==> config.mk <==
export PLATFORM = sky130hd
export DESIGN_NAME = decode_queue
export DESIGN_NICKNAME = d
export VERILOG_FILES = /design/src/rtl/decode_queue.sv
export SDC_FILE = /design/constraint.sdc
export NUM_CORES = 1
export LEC_CHECK = 0
export BUFFER_PORTS_ARGS = -buffer_cell sky130_fd_sc_hd__buf_2
export CORE_AREA = 4 4 136 138
export CTS_CLUSTER_DIAMETER = 200
export DETAILED_ROUTE_END_ITERATION = 12
export DIE_AREA = 0 0 140 142
export PLACE_DENSITY = 0.75
export SLEW_MARGIN = 25
export SYNTH_ARGS = -nofsm -noshare
export SYNTH_HDL_FRONTEND = slang
export SYNTH_SLANG_ARGS = --single-unit
==> constraint.sdc <==
create_clock -name clk -period 2.1 [get_ports clk]
set_clock_uncertainty 0.2 [all_clocks]
set_input_delay 0.105 -clock clk [delete_from_list [all_inputs] [get_ports clk]]
set_output_delay 0.105 -clock clk [all_outputs]
set_load 0.02 [all_outputs]
==> src/rtl/decode_queue.sv <==
// Two-entry instruction queue with a combinational RV32I field/immediate decode of the head entry.
// Latency: one cycle from an accepted push to the head; an empty queue never passes input straight through.
// Backpressure: ready_o is a flop and drops when both entries are full; ready_i stalls the head in place.
module decode_queue #(
    parameter int DWIDTH = 32,
    parameter int AWIDTH = 32
) (
    input  logic              clk,
    input  logic              rst,
    input  logic              valid_i,
    input  logic [AWIDTH-1:0] pc_i,
    input  logic [DWIDTH-1:0] insn_i,
    output logic              ready_o,
    input  logic              flush_i,
    input  logic              ready_i,
    output logic              valid_o,
    output logic [AWIDTH-1:0] pc_o,
    output logic [DWIDTH-1:0] insn_o,
    output logic [6:0]        opcode_o,
    output logic [4:0]        rd_o,
    output logic [4:0]        rs1_o,
    output logic [4:0]        rs2_o,
    output logic [2:0]        funct3_o,
    output logic [6:0]        funct7_o,
    output logic [DWIDTH-1:0] imm_o,
    output logic              illegal_o
);

    localparam logic [DWIDTH-1:0] NOP = DWIDTH'(32'h0000_0013);

    logic [1:0]        count_q, count_d;
    logic              rptr_q, rptr_d;
    logic              wptr_q, wptr_d;
    logic              ready_q, ready_d;
    logic [AWIDTH-1:0] pc_mem_q   [2];
    logic [AWIDTH-1:0] pc_mem_d   [2];
    logic [DWIDTH-1:0] insn_mem_q [2];
    logic [DWIDTH-1:0] insn_mem_d [2];

    logic push, pop;

    assign valid_o = (count_q != 2'd0);
    assign ready_o = ready_q;
    assign push    = valid_i && ready_q;
    assign pop     = valid_o && ready_i;

    // Next-state for pointers, occupancy, storage and the registered ready; flush wins over push/pop.
    always_comb begin
        count_d    = count_q;
        rptr_d     = rptr_q;
        wptr_d     = wptr_q;
        pc_mem_d   = pc_mem_q;
        insn_mem_d = insn_mem_q;
        if (flush_i) begin
            count_d = 2'd0;
            rptr_d  = 1'b0;
            wptr_d  = 1'b0;
        end else begin
            if (push) begin
                pc_mem_d[wptr_q]   = pc_i;
                insn_mem_d[wptr_q] = insn_i;
                wptr_d             = ~wptr_q;
            end
            if (pop) begin
                rptr_d = ~rptr_q;
            end
            case ({push, pop})
                2'b10:   count_d = count_q + 2'd1;
                2'b01:   count_d = count_q - 2'd1;
                default: count_d = count_q;
            endcase
        end
        // ready is held low through reset and only rises at the first edge afterwards
        ready_d = (count_d < 2'd2);
    end

    // State registers; reset empties the queue and parks NOPs in storage.
    always_ff @(posedge clk or negedge rst) begin
        if (!rst) begin
            count_q <= 2'd0;
            rptr_q  <= 1'b0;
            wptr_q  <= 1'b0;
            ready_q <= 1'b0;
            for (int i = 0; i < 2; i++) begin
                pc_mem_q[i]   <= '0;
                insn_mem_q[i] <= NOP;
            end
        end else begin
            count_q    <= count_d;
            rptr_q     <= rptr_d;
            wptr_q     <= wptr_d;
            ready_q    <= ready_d;
            pc_mem_q   <= pc_mem_d;
            insn_mem_q <= insn_mem_d;
        end
    end

    // Head selection: an empty queue presents PC 0 and a NOP so downstream decode stays benign.
    always_comb begin
        pc_o   = '0;
        insn_o = NOP;
        if (count_q != 2'd0) begin
            pc_o   = pc_mem_q[rptr_q];
            insn_o = insn_mem_q[rptr_q];
        end
    end

    logic [31:0] hi;
    logic [31:0] imm32;
    logic        legal;

    assign hi       = insn_o[31:0];
    assign opcode_o = hi[6:0];
    assign rd_o     = hi[11:7];
    assign funct3_o = hi[14:12];
    assign rs1_o    = hi[19:15];
    assign rs2_o    = hi[24:20];
    assign funct7_o = hi[31:25];

    // Immediate reconstruction by instruction format, plus the RV32I base-opcode legality check.
    always_comb begin
        imm32 = 32'h0;
        legal = 1'b0;
        case (hi[6:0])
            7'b0010011, 7'b0000011, 7'b1100111, 7'b1110011:
                imm32 = {{20{hi[31]}}, hi[31:20]};
            7'b0100011:
                imm32 = {{20{hi[31]}}, hi[31:25], hi[11:7]};
            7'b1100011:
                imm32 = {{19{hi[31]}}, hi[31], hi[7], hi[30:25], hi[11:8], 1'b0};
            7'b0110111, 7'b0010111:
                imm32 = {hi[31:12], 12'h000};
            7'b1101111:
                imm32 = {{11{hi[31]}}, hi[31], hi[19:12], hi[20], hi[30:21], 1'b0};
            default:
                imm32 = 32'h0;
        endcase
        case (hi[6:0])
            7'b0110011, 7'b0010011, 7'b0000011, 7'b0100011, 7'b1100011, 7'b1101111,
            7'b1100111, 7'b0110111, 7'b0010111, 7'b1110011, 7'b0001111:
                legal = 1'b1;
            default:
                legal = 1'b0;
        endcase
    end

    assign imm_o     = DWIDTH'($signed(imm32));
    assign illegal_o = valid_o && !legal;

endmodule

[After elaboration in Yosys (flattened, before gate mapping)]
Cells that the tools add are included.
Cells by class
  eq/ne operators: 13
  reductions and logical operators: 12
  add/sub/neg operators: 2
  order comparisons: 4
  bitwise operators: 5
  multiplexer cells: 20
Operators with widths (count)
  two-way mux 32 bit: 9
  one-hot mux 32 bit (5 select lines): 1
  bitwise mux 64 bit: 2
  demux 32 bit (select 1 bit): 1
  == test 7 bit, second input constant: 4
  == test 7 x 6 -> 1 bit, second input constant: 3
  == test 7 x 5 -> 1 bit, second input constant: 2
  OR reduction 11 bit: 1
  == test 7 x 2 -> 1 bit, second input constant: 1
  == test 7 x 4 -> 1 bit, second input constant: 1
  nonzero test 2 bit: 3
  two-way mux 1 bit: 5
  >= comparator 2 bit, second input constant: 2
  logical AND 1 bit: 4
  NOT 1 -> 2 bit: 2
  one-hot mux 2 bit (2 select lines): 1
  OR reduction 4 bit: 1
  NOT 1 bit: 3
  adder 2 x 1 -> 2 bit, second input constant: 1
  == test 2 x 1 -> 1 bit, second input constant: 1
  == test 2 bit, second input constant: 1
  < comparator 2 x 1 -> 1 bit, second input constant: 1
  < comparator 2 bit, second input constant: 1
  two-way mux 2 bit: 1
  4 further kinds: 4
Storage, ports and cells
  word-level logic and storage cells: 64
  input port bits: 69
  bits in registers: 133

[Depth between registers and ports, before layout]
Gate-level depths: netlist (run 1).
  depth in word-level cells: 10
  mapped depth: 10

[Worst setup path before layout (run 1)]
OpenSTA, ideal clock, no wires.
  path type: register -> output
  start point: register rptr_q
  end point: output port imm_o[1]
  path slack: -0.299 ns
  cell stages (with the launch flop): 6
  data required time: 1.795 ns
  buffers on the path: 1
  data arrival time: 2.094 ns
  cells stage by stage: dfrtp_1 buf_6 mux2_4 o31ai_4 nand3_1 o32ai_1
On the way
  word-level cells in the longest chain between the ends: 8
  elaborated cells between the ends (all ways): 17
  classes of those cells: eq/ne: 9; mux: 5; bitwise: 1; reduce/logical: 2
Ends and longest elaborated chain
  start: declaration: RTL line 32  | logic rptr_q, rptr_d;
  start signal: assignment: RTL line 90  | rptr_q <= rptr_d;
  NOT 1 -> 2 bit (not written as such) (*): RTL line 104  | insn_o = insn_mem_q[rptr_q];
  two-way mux 32 bit (not written as such) (*) (3 in series): RTL line 104
  two-way mux 32 bit (*): RTL line 102  | if (count_q != 2'd0) begin
  == test 7 x 5 -> 1 bit, or another cell as far along: RTL line 124  | case (hi[6:0])
  OR reduction 4 bit / OR reduction 2 bit (equally long branches): RTL line 124
  one-hot mux 32 bit (5 select lines) (*): RTL line 124
  end: declaration: RTL line 25  | output logic [DWIDTH-1:0] imm_o,
Mark *: on every way between the ends. The rest lies on a longest branch, timed or not. The select of a mux whose other input is x is not followed.

[Final worst setup path (run 1)]
  start point: register rptr_q
  end point: output port imm_o[20]
Same word-level chain as after synthesis.

==> results of run 1 <==
-- worst min-delay path: stages --
cell and delay, ns:
buf_2 0.08, nand2_1 0.19, xor2_1 0.21, nor2_1 0.06
-- synthesized netlist by cell type, types with 2 or more instances --
| cell | instances |
|---|---|
| a21boi_4 | 2 |
| xnor2_1 | 2 |
| inv_1 | 17 |
| o32ai_1 | 4 |
| nor2_1 | 60 |
| mux2_2 | 139 |
| buf_1 | 2 |
| and2_1 | 3 |
| and3_1 | 2 |
| dfrtp_1 | 127 |
| o31ai_1 | 9 |
| buf_6 | 3 |
| ha_1 | 2 |
| dfstp_2 | 6 |
| mux2i_1 | 54 |
| xor2_1 | 2 |
| o21ai_2 | 2 |
| nand4_1 | 4 |
| nand3_1 | 5 |
| o21ai_0 | 11 |
| clkbuf_1 | 19 |
| a21oi_1 | 3 |
| buf_2 | 6 |
| a211o_1 | 2 |
| or2_2 | 2 |
| nand2_1 | 22 |
| buf_4 | 33 |
-- power breakdown --
group | leakage (µW) | switching, µW | internal [µW]
logic | 0.00321 | 4950 | 4850
clock network | 0.000326 | 1110 | 2200
registers | 0.00157 | 804 | 3760
-- state kept, by name, indices dropped and copies added, names as in the netlist --
name / flops
insn_mem_q: 64
pc_mem_q: 64
count_q: 2
ready_o: 1
rptr_q: 1
wptr_q: 1
-- area by class of cell --
class                   count  area share, %
clock inverters            12           1.73
clock buffers              20           4.06
well taps                 225           2.45
repair buffers            361           27.7
diodes                      1         0.0218
inverters                  18          0.957
multi-input cells         350           34.1
flip-flops and latches    133           29.0
-- metal layers --
layer | vias to the layer above | GRT usage [%]
li1 | 2595 | -
met1 | 2858 | 21.7
met2 | 193 | 36.4
met3 | 57 | 4.84
met4 | 2 | 8.06
met5 | - | 0
-- layout by cell type, fill, tap and decap left out, types with 3 or more instances in the layout --
cell	n
o32ai_4	4
nand2_4	5
dlygate4sd3_1	68
inv_1	6
inv_2	3
nand2_1	6
bufinv_16	5
mux2_4	5
dfstp_2	6
mux2i_1	35
inv_4	4
clkbuf_8	3
nand2_2	4
nand4_1	4
nor2_1	38
o21ai_4	9
buf_4	99
clkinv_2	3
o31ai_2	9
nor2_4	11
nand2_8	7
mux2i_2	4
dfrtp_1	126
buf_2	102
inv_6	5
buf_6	68
clkbuf_16	20
mux2_2	135
buf_8	5
mux2i_4	15
buf_12	14
nor2_2	12
-- worst max path at each step --
stage	end	slack (ns)	depth (start not counted)
after global routing	imm_o[18]	-0.89	9
after global placement	imm_o[20]	-0.30	7
after detailed placement	imm_o[20]	-0.32	7
after floorplan	imm_o[12]	-0.17	6
final	imm_o[20]	-0.78	9
after CTS	imm_o[15]	-0.73	9
-- logic make-up (layout without fill, tap and decap cells) --
kind of cell | after synthesis | count (layout) | share of synthesized area, %
multiplexers | 194 | 194 | 31.2
flip-flops | 133 | 133 | 49.0
AND/OR/NAND/NOR | 107 | 107 | 7.19
buffers and inverters | 82 | 411 | 6.80
AO/OA/AOI/OAI | 43 | 43 | 4.98
XOR/XNOR | 4 | 4 | 0.515
adder cells (fa/ha/maj) | 2 | 2 | 0.368
other | 0 | 1 | 0
-- what timing repair did --
item	in CTS	in global routing
buffers inserted	23	8
hold endpoints to repair	266	0
setup endpoints to repair	126	129
pin swaps	25	19
hold buffers	69	0
gates cloned	1	3
gates resized for setup	171	151
-- per-stage QoR --
stage / power, µW / instance area, µm² / utilization (%)
3_5_place_dp: 11500 / 8650 / 50.3
4_1_cts: 16300 / 10800 / 63.0
3_3_place_gp: 11300 / 8650 / 50.3
5_1_grt: 18500 / 11500 / 66.9
2_1_floorplan: 9380 / 7190 / -
6_report: 17700 / 11500 / 67.0
==> results.cfg, run 1 <==
[run_status]
status = finished with violations
violations = negative setup slack

[timing]
fin_ws_ns = -0.785
slew_headroom_pct = 66.0
slew_viol_final = 0
hold_viol_final = 0
worstMarginPinSlew_ns = 0.510
max_freq_mhz = 347
fin_crit_sh_pct = 137
rsz0062_at_grt = yes
setup_viol = 88
hold_ws_ns = 0.0749
fin_setup_tns_ns = -27.88
period_needed_ns = 2.88

[route]
postRouteWirelength_mm = 21.9
dr.pass1.iters = 4
wire_per_inst_um = 19.6
ant_nets = 0
wl_met3_mm = 1.08
first_iter_violations = 205
drcViolationCount = 0
wl_met2_mm = 12.0
vias = 5705
highest_layer = met5
viasPerCell = 5.09
met1_length_mm = 8.16

[worst_setup_path]
critPathMaxFanout = 6
ff2ff_setup_slack_ns = -0.06
timing.rr.start = count_q[0]
start_kind = flip-flop
cp_slowest_cell = dfrtp_4
reg2reg_depth = 11
crit_arrival_ns = 2.58
end_kind = output port
cp_cell_sequence = buf_6 > buf_8 > mux2i_4 > o31ai_4 > buf_6 > nand4_4 > buf_4 > o31ai_2 > buf_4
max_stage_delay_ns = 0.51
worstPathRequired_ns = 1.79
timing_worst_setup_path_type = reg2out
path_buf_inv = 5
setup.worst_path.start = rptr_q
rr_endpoint = ready_o
crit_family = buffers and inverters

[global_routing]
grt_antenna_before_repair = 1
grt_first_pass_wirelength_mm = 31.3
grtUsageTotal_pct = 19.7
grt_pass1_vias = 6143
grt_max_degree = 59
overflow = 0

[clocking]
htree_levels = 4
numClockSinks = 133
cts.clk_slew.worst_paths_ns = 0.06
ctsRootBufferMaster = clkbuf_16
cts_buffers = 17
insertion_delay_ns = 0.41
clk_path_buf_depth = 2
cts_tree = yes

[final_layout]
nFillCells = 1119
area_growth_pct = 68.9
register_area_um2 = 3340
final_cells = 1120
multi_input_area_um2 = 3920
layout-drive-gt1-share_pct = 66.6
fin_nets = 952

[pwr]
vdd_drop_max_uv = 1040
p_leak_uw = 0.00510
power_density_nw_per_um2 = 1540

[yosys]
yosysSeqAreaShare_pct = 49.0
synthFlopType = dfrtp_1
yosys.area.top_type = dfrtp_1
netlist.area_leader.share_pct = 46.7
ys_ff_latch = 133
syn-instance-count = 565
ys_async_sr_fraction_pct = 100
synth_nets = 636
yosys_warnings = 0
syn_area_um2 = 6810
postSynthAreaPerCell_um2 = 12.0
synth-edff-count = 0
synth_cell_types = 49
synth.area.top_cells = dfrtp_1 47%, mux2_2 23%, mux2i_1 7.9%

[floorplan]
die_area_um2 = 19900
num_rows = 48
die_x_um = 140
io_pins = 200
core_um2 = 17200
die_h_um = 142
start_util_pct = 39.6

[hold_path]
min_path_cells = 4
hp-start = valid_i
hold_path.class = in2reg
min_to = wptr_q

[place]
dp_cells = 986
port-buffer-count = 199
dpl.hpwl_mm = 12.2
gp_congestion = 0.833
dp_slack_ns = -0.317

[run]
maxCapViolations = 0
Power figures use the tool's default switching activity.
==> inputs of run 2 (changes only) <==
Settings changed: RECOVER_POWER from default to 100.
==> run 2 against run 1 <==
Effect of this change: the run still ends with negative setup slack left; clock power hardly changed; first-iteration DRC count up 7.3%; maximum frequency decreased by 0.22%; largest cell class unchanged; count of clock-buffer cells in the layout stayed put; via count up 0.42%; sequential power about the same; final area fell by 0.86%; register-to-register slack lost 0.16 ns.
==> results.cfg, run 2 (same netlist as run 1, synthesis figures left out) <==
[run_status]
status = finished with violations
violations = negative setup slack

[hold_path]
hold_path.class = in2reg

[floorplan]
die_area_um2 = 19900
io_pins = 200
start_util_pct = 39.6
num_rows = 48
core_um2 = 17200
die_x_um = 140
die_h_um = 142

[pwr]
p_leak_uw = 0.00506
power_density_nw_per_um2 = 1550
vdd_drop_max_uv = 1030
power_uw = 17600

[global_routing]
overflow = 0
grt_pass1_vias = 6143
grt_first_pass_wirelength_mm = 31.3
grt_max_degree = 59
grt_antenna_before_repair = 1
grtUsageTotal_pct = 19.7

[clocking]
cts_buffers = 17
numClockSinks = 133
cts_tree = yes
insertion_delay_ns = 0.41
cts.clk_slew.worst_paths_ns = 0.06
htree_levels = 4
clk_path_buf_depth = 2
ctsRootBufferMaster = clkbuf_16

[timing]
slew_viol_final = 0
slew_headroom_pct = 48.2
period_needed_ns = 2.89
max_freq_mhz = 346
fin_ws_ns = -0.791
setup_viol = 108
worstMarginPinSlew_ns = 0.777
hold_viol_final = 0
fin_crit_sh_pct = 138
rsz0062_at_grt = yes

[final_layout]
fin_nets = 952
top_regs = insn_mem_q: 64 flops, pc_mem_q: 64 flops, count_q: 2 flops
area_growth_pct = 67.5
final_cell_mix = 134 x mux2_2, 126 x dfrtp_1, 100 x buf_2, 99 x buf_4
layout-drive-gt1-share_pct = 66.0
final_util_pct = 66.4
mostFrequentLayoutCell = mux2_2

[place]
port-buffer-count = 199
dpl.hpwl_mm = 12.2
gp_congestion = 0.833

[route]
wire_per_inst_um = 19.6
wl_met3_mm = 1.01
first_iter_violations = 220
highest_layer = met5
drcViolationCount = 0
viasPerCell = 5.12
postRouteWirelength_mm = 22.0
vias = 5729
ant_nets = 0
wl_met2_mm = 12.0
met1_length_mm = 8.18
dr.pass1.iters = 5

[worst_setup_path]
end_kind = output port
worstPathRequired_ns = 1.79
crit_arrival_ns = 2.59
start_kind = flip-flop
timing_worst_setup_path_type = reg2out
critPathMaxFanout = 6

[run]
maxCapViolations = 0
[run 2: what timing repair did]
item / in CTS / in global routing
setup endpoints to repair: 126 / 129
hold buffers: 69 / 0
endpoints found under the hold margin: 266 / 0
gates cloned: 1 / 3
pin swaps: 25 / 19
resized for setup: 171 / 151
setup buffers: 23 / 8
[run 2: final timing paths]
path,start,endpoint,slack (ns),cells past startpoint
max in group asynchronous,rst,pc_mem_q[49],0.44,3
max,rptr_q,imm_o[20],-0.79,9
min,valid_i,wptr_q,0.02,4
min reg2reg,pc_mem_q[41],pc_mem_q[41],0.30,1
max reg2reg,count_q[0],ready_o,-0.22,11
min in group asynchronous,rst,insn_mem_q[36],0.37,2
[run 2: final cells by class]
type | instances | area, µm²
Clock buffer | 20 | 467
Clock inverter | 12 | 199
Sequential cell | 133 | 3340
Inverter | 18 | 110
Fill cell | 1136 | 5770
Antenna cell | 1 | 2.50
Multi-Input combinational cell | 350 | 3900
Timing Repair Buffer | 361 | 3110
Tap cell | 225 | 282
[run 2: worst max-delay path: stages (launching register included)]
cell	delay, ns
dfrtp_4	0.51
buf_6	0.15
buf_8	0.14
mux2i_4	0.20
o31ai_4	0.26
buf_6	0.18
nand4_4	0.09
buf_4	0.17
o31ai_2	0.27
buf_4	0.20
[run 2: power breakdown]
part | switching, µW | internal [µW]
Combinational | 4940 | 4810
Sequential | 799 | 3760
Clock | 1120 | 2200
[run 2: routing by layer]
metal / up-vias / global-route usage, %
li1: 2593 / -
met2: 190 / 36.4
met1: 2889 / 21.7
met4: 2 / 8.06
met3: 55 / 4.84
met5: - / 0
[run 2: stage by stage]
step | cell area (µm²) | std cells | setup slack (ns) | TNS, ns | hold slack, ns
after global placement | 8650 | 986 | -0.304 | -8.59 | -0.130
after floorplan | 7190 | 565 | -0.167 | -3.50 | -0.391
after detailed placement | 8650 | 986 | -0.317 | -8.92 | -0.129
after CTS | 10800 | 1108 | -0.729 | -32.39 | 0.0603
after global routing | 11400 | 1119 | -0.889 | -42.48 | 0.0648
final | 11400 | 1120 | -0.791 | -32.67 | 0.0181
==> inputs of run 3 (changes only) <==
Settings changed: PLACE_DENSITY 0.75 to 0.73.
Clock period 2.1 ns to 3.7 ns, I/O delays scaled along.
==> run 3 against run 2 <==
Effect of this change: sequential cell count unchanged; sequential share of layout area up 8.2 points; power down 57%; critical path depth unchanged; clock power down 44%; register-to-register slack better by 0.84 ns; routed wire length down 22%; largest power group unchanged; largest cell class is now sequential cells; via count down 10%; worst setup slack better by 1.2 ns; count of clock-buffer cells in the layout down 1; the run ends with max-capacitance violations, max-slew violations left; highest routed layer unchanged.
==> results.cfg, run 3 (same netlist as run 1, synthesis figures left out) <==
[floorplan]
io_pins = 200
num_rows = 48
die_x_um = 140
core_um2 = 17200
die_area_um2 = 19900
start_util_pct = 39.6
die_h_um = 142

[timing]
rsz0062_at_grt = no
fin_ws_ns = 0.392
slew_headroom_pct = -62.4
slew_viol_final = 230
hold_ws_ns = 0.0272
fin_crit_sh_pct = 89.4
period_needed_ns = 3.31
worstMarginPinSlew_ns = 2.44
max_freq_mhz = 302
setup_viol = 0
hold_viol_final = 0
fin_setup_tns_ns = 0

[clocking]
htree_levels = 4
post_cts_buffers = 0
cts_buffers = 17
post_cts_resized = 0
clk_path_buf_depth = 2
cts_tree = yes
cts_hold_buffers = 66
insertion_delay_ns = 0.40
cts.clk_slew.worst_paths_ns = 0.06
numClockSinks = 133
ctsRootBufferMaster = clkbuf_16

[route]
viasPerCell = 4.98
wire_per_inst_um = 16.5
first_iter_violations = 136
drcViolationCount = 0
dr.pass1.iters = 4
ant_nets = 0
vias = 5151
postRouteWirelength_mm = 17.1

[worst_setup_path]
cp_slowest_cell = dfrtp_1
max_stage_delay_ns = 0.43
start_kind = flip-flop
crit_family = buffers and inverters
worstPathRequired_ns = 3.31
critPathMaxFanout = 26
crit_arrival_ns = 2.92
timing.rr.start = ready_o
cp_cell_sequence = nor2_4 > buf_4 > clkinv_1 > nand2_1 > inv_1 > o21ai_0 > nand4_1 > o31ai_1 > clkbuf_1
rr_endpoint = insn_mem_q[43]
reg2reg_depth = 4
ff2ff_setup_slack_ns = 0.62
path_buf_inv = 4
timing_worst_setup_path_type = reg2out
end_kind = output port

[pwr]
power_switching_uw = 2880
clkPwrFrac_pct = 24.7
p_sw_share_pct = 38.4
combPwrFrac_pct = 42.3
p_int_uw = 4630
power_density_nw_per_um2 = 842
p_leak_uw = 0.00382
pwr-share-seq_pct = 33.1
vdd_drop_max_uv = 397

[global_routing]
overflow = 0
grt_max_degree = 99
grtUsageTotal_pct = 17.4
grt_pass1_vias = 5483
grt_first_pass_wirelength_mm = 28.0
grt_antenna_before_repair = 2

[run_status]
status = finished with violations
violations = max-capacitance violations, max-slew violations

[final_layout]
area_growth_pct = 30.9
mostFrequentLayoutCell = mux2_2
layout-drive-gt1-share_pct = 33.8
fin_nets = 865
top_regs = insn_mem_q: 64 flops, pc_mem_q: 64 flops, count_q: 2 flops
final_cell_mix = 139 x mux2_2, 126 x dfrtp_1, 125 x clkbuf_1, 76 x buf_2, 66 x dlygate4sd3_1

[hold_path]
hold_path.class = in2reg
hp-start = ready_i
min_to = rptr_q
min_path_cells = 4

[place]
dp_slack_ns = 0.921
gp_congestion = 0.896
dpl.hpwl_mm = 11.4
port-buffer-count = 199

[run]
maxCapViolations = 4
## run 3: changes by cell type in the layout (fill, tap and decap cells not counted), sizes merged
cell / change
diode: +1
buf: -203
clkbuf: +117
clkinvlp: +1
dlygate4sd3: -2
## run 3: worst max path at each step
stage / from / end / slack, ns / depth (start not counted)
finish: count_q[0] / imm_o[12] / 0.39 / 9
global route: count_q[0] / imm_o[14] / 0.08 / 9
CTS: count_q[0] / imm_o[15] / 0.48 / 9
detailed placement: count_q[0] / imm_o[15] / 0.92 / 9
global placement: rptr_q / imm_o[17] / 0.97 / 6
floorplan: rptr_q / imm_o[1] / 1.22 / 5
## run 3: layout make-up
| class | count | area, µm² |
|---|---|---|
| clock buffers | 19 | 453 |
| clock inverters | 13 | 203 |
| fillers | 1611 | 8260 |
| inverters | 18 | 67.6 |
| multi-input cells | 350 | 3010 |
| well taps | 225 | 282 |
| diodes | 2 | 5.00 |
| flip-flops and latches | 133 | 3340 |
| repair buffers | 274 | 1550 |
## run 3: metal layers
| layer | track usage (%) | vias to the layer above | share of wire (%) | wire (µm) |
|---|---|---|---|---|
| met2 | 30.6 | 200 | 49 | 8330 |
| li1 | - | 2407 | - | - |
| met1 | 20.4 | 2516 | 42 | 7130 |
| met4 | 6.07 | 2 | 1.8 | 314 |
| met3 | 5.01 | 26 | 7.6 | 1290 |
| met5 | 0 | - | 0.076 | 13 |
## run 3: metrics by stage
| step | util, % | area [µm²] | power, µW | instances |
|---|---|---|---|---|
| 2_1_floorplan | - | 6810 | 4930 | 565 |
| 5_1_grt | 51.9 | 8910 | 8000 | 1033 |
| 6_report | 51.9 | 8910 | 7510 | 1034 |
| 3_3_place_gp | 45.3 | 7790 | 5670 | 934 |
| 4_1_cts | 53.0 | 9100 | 7670 | 1032 |
| 3_5_place_dp | 45.3 | 7790 | 5730 | 934 |
## run 3: power by group through the flow
stage,Clock [µW],Sequential [µW],Combinational (µW)
finish,1850,2480,3170
global placement,0,2480,3190
global route,1970,2570,3460
CTS,1900,2480,3290
floorplan,0,2390,2540
detailed placement,0,2510,3230
## run 3: worst register-to-register path, delay by kind of cell, from the launching register on
family        cells  cell delay [ns]
mux               1             0.48
buf+inv           1             1.53
simple gates      2             0.38
flops             1             0.37
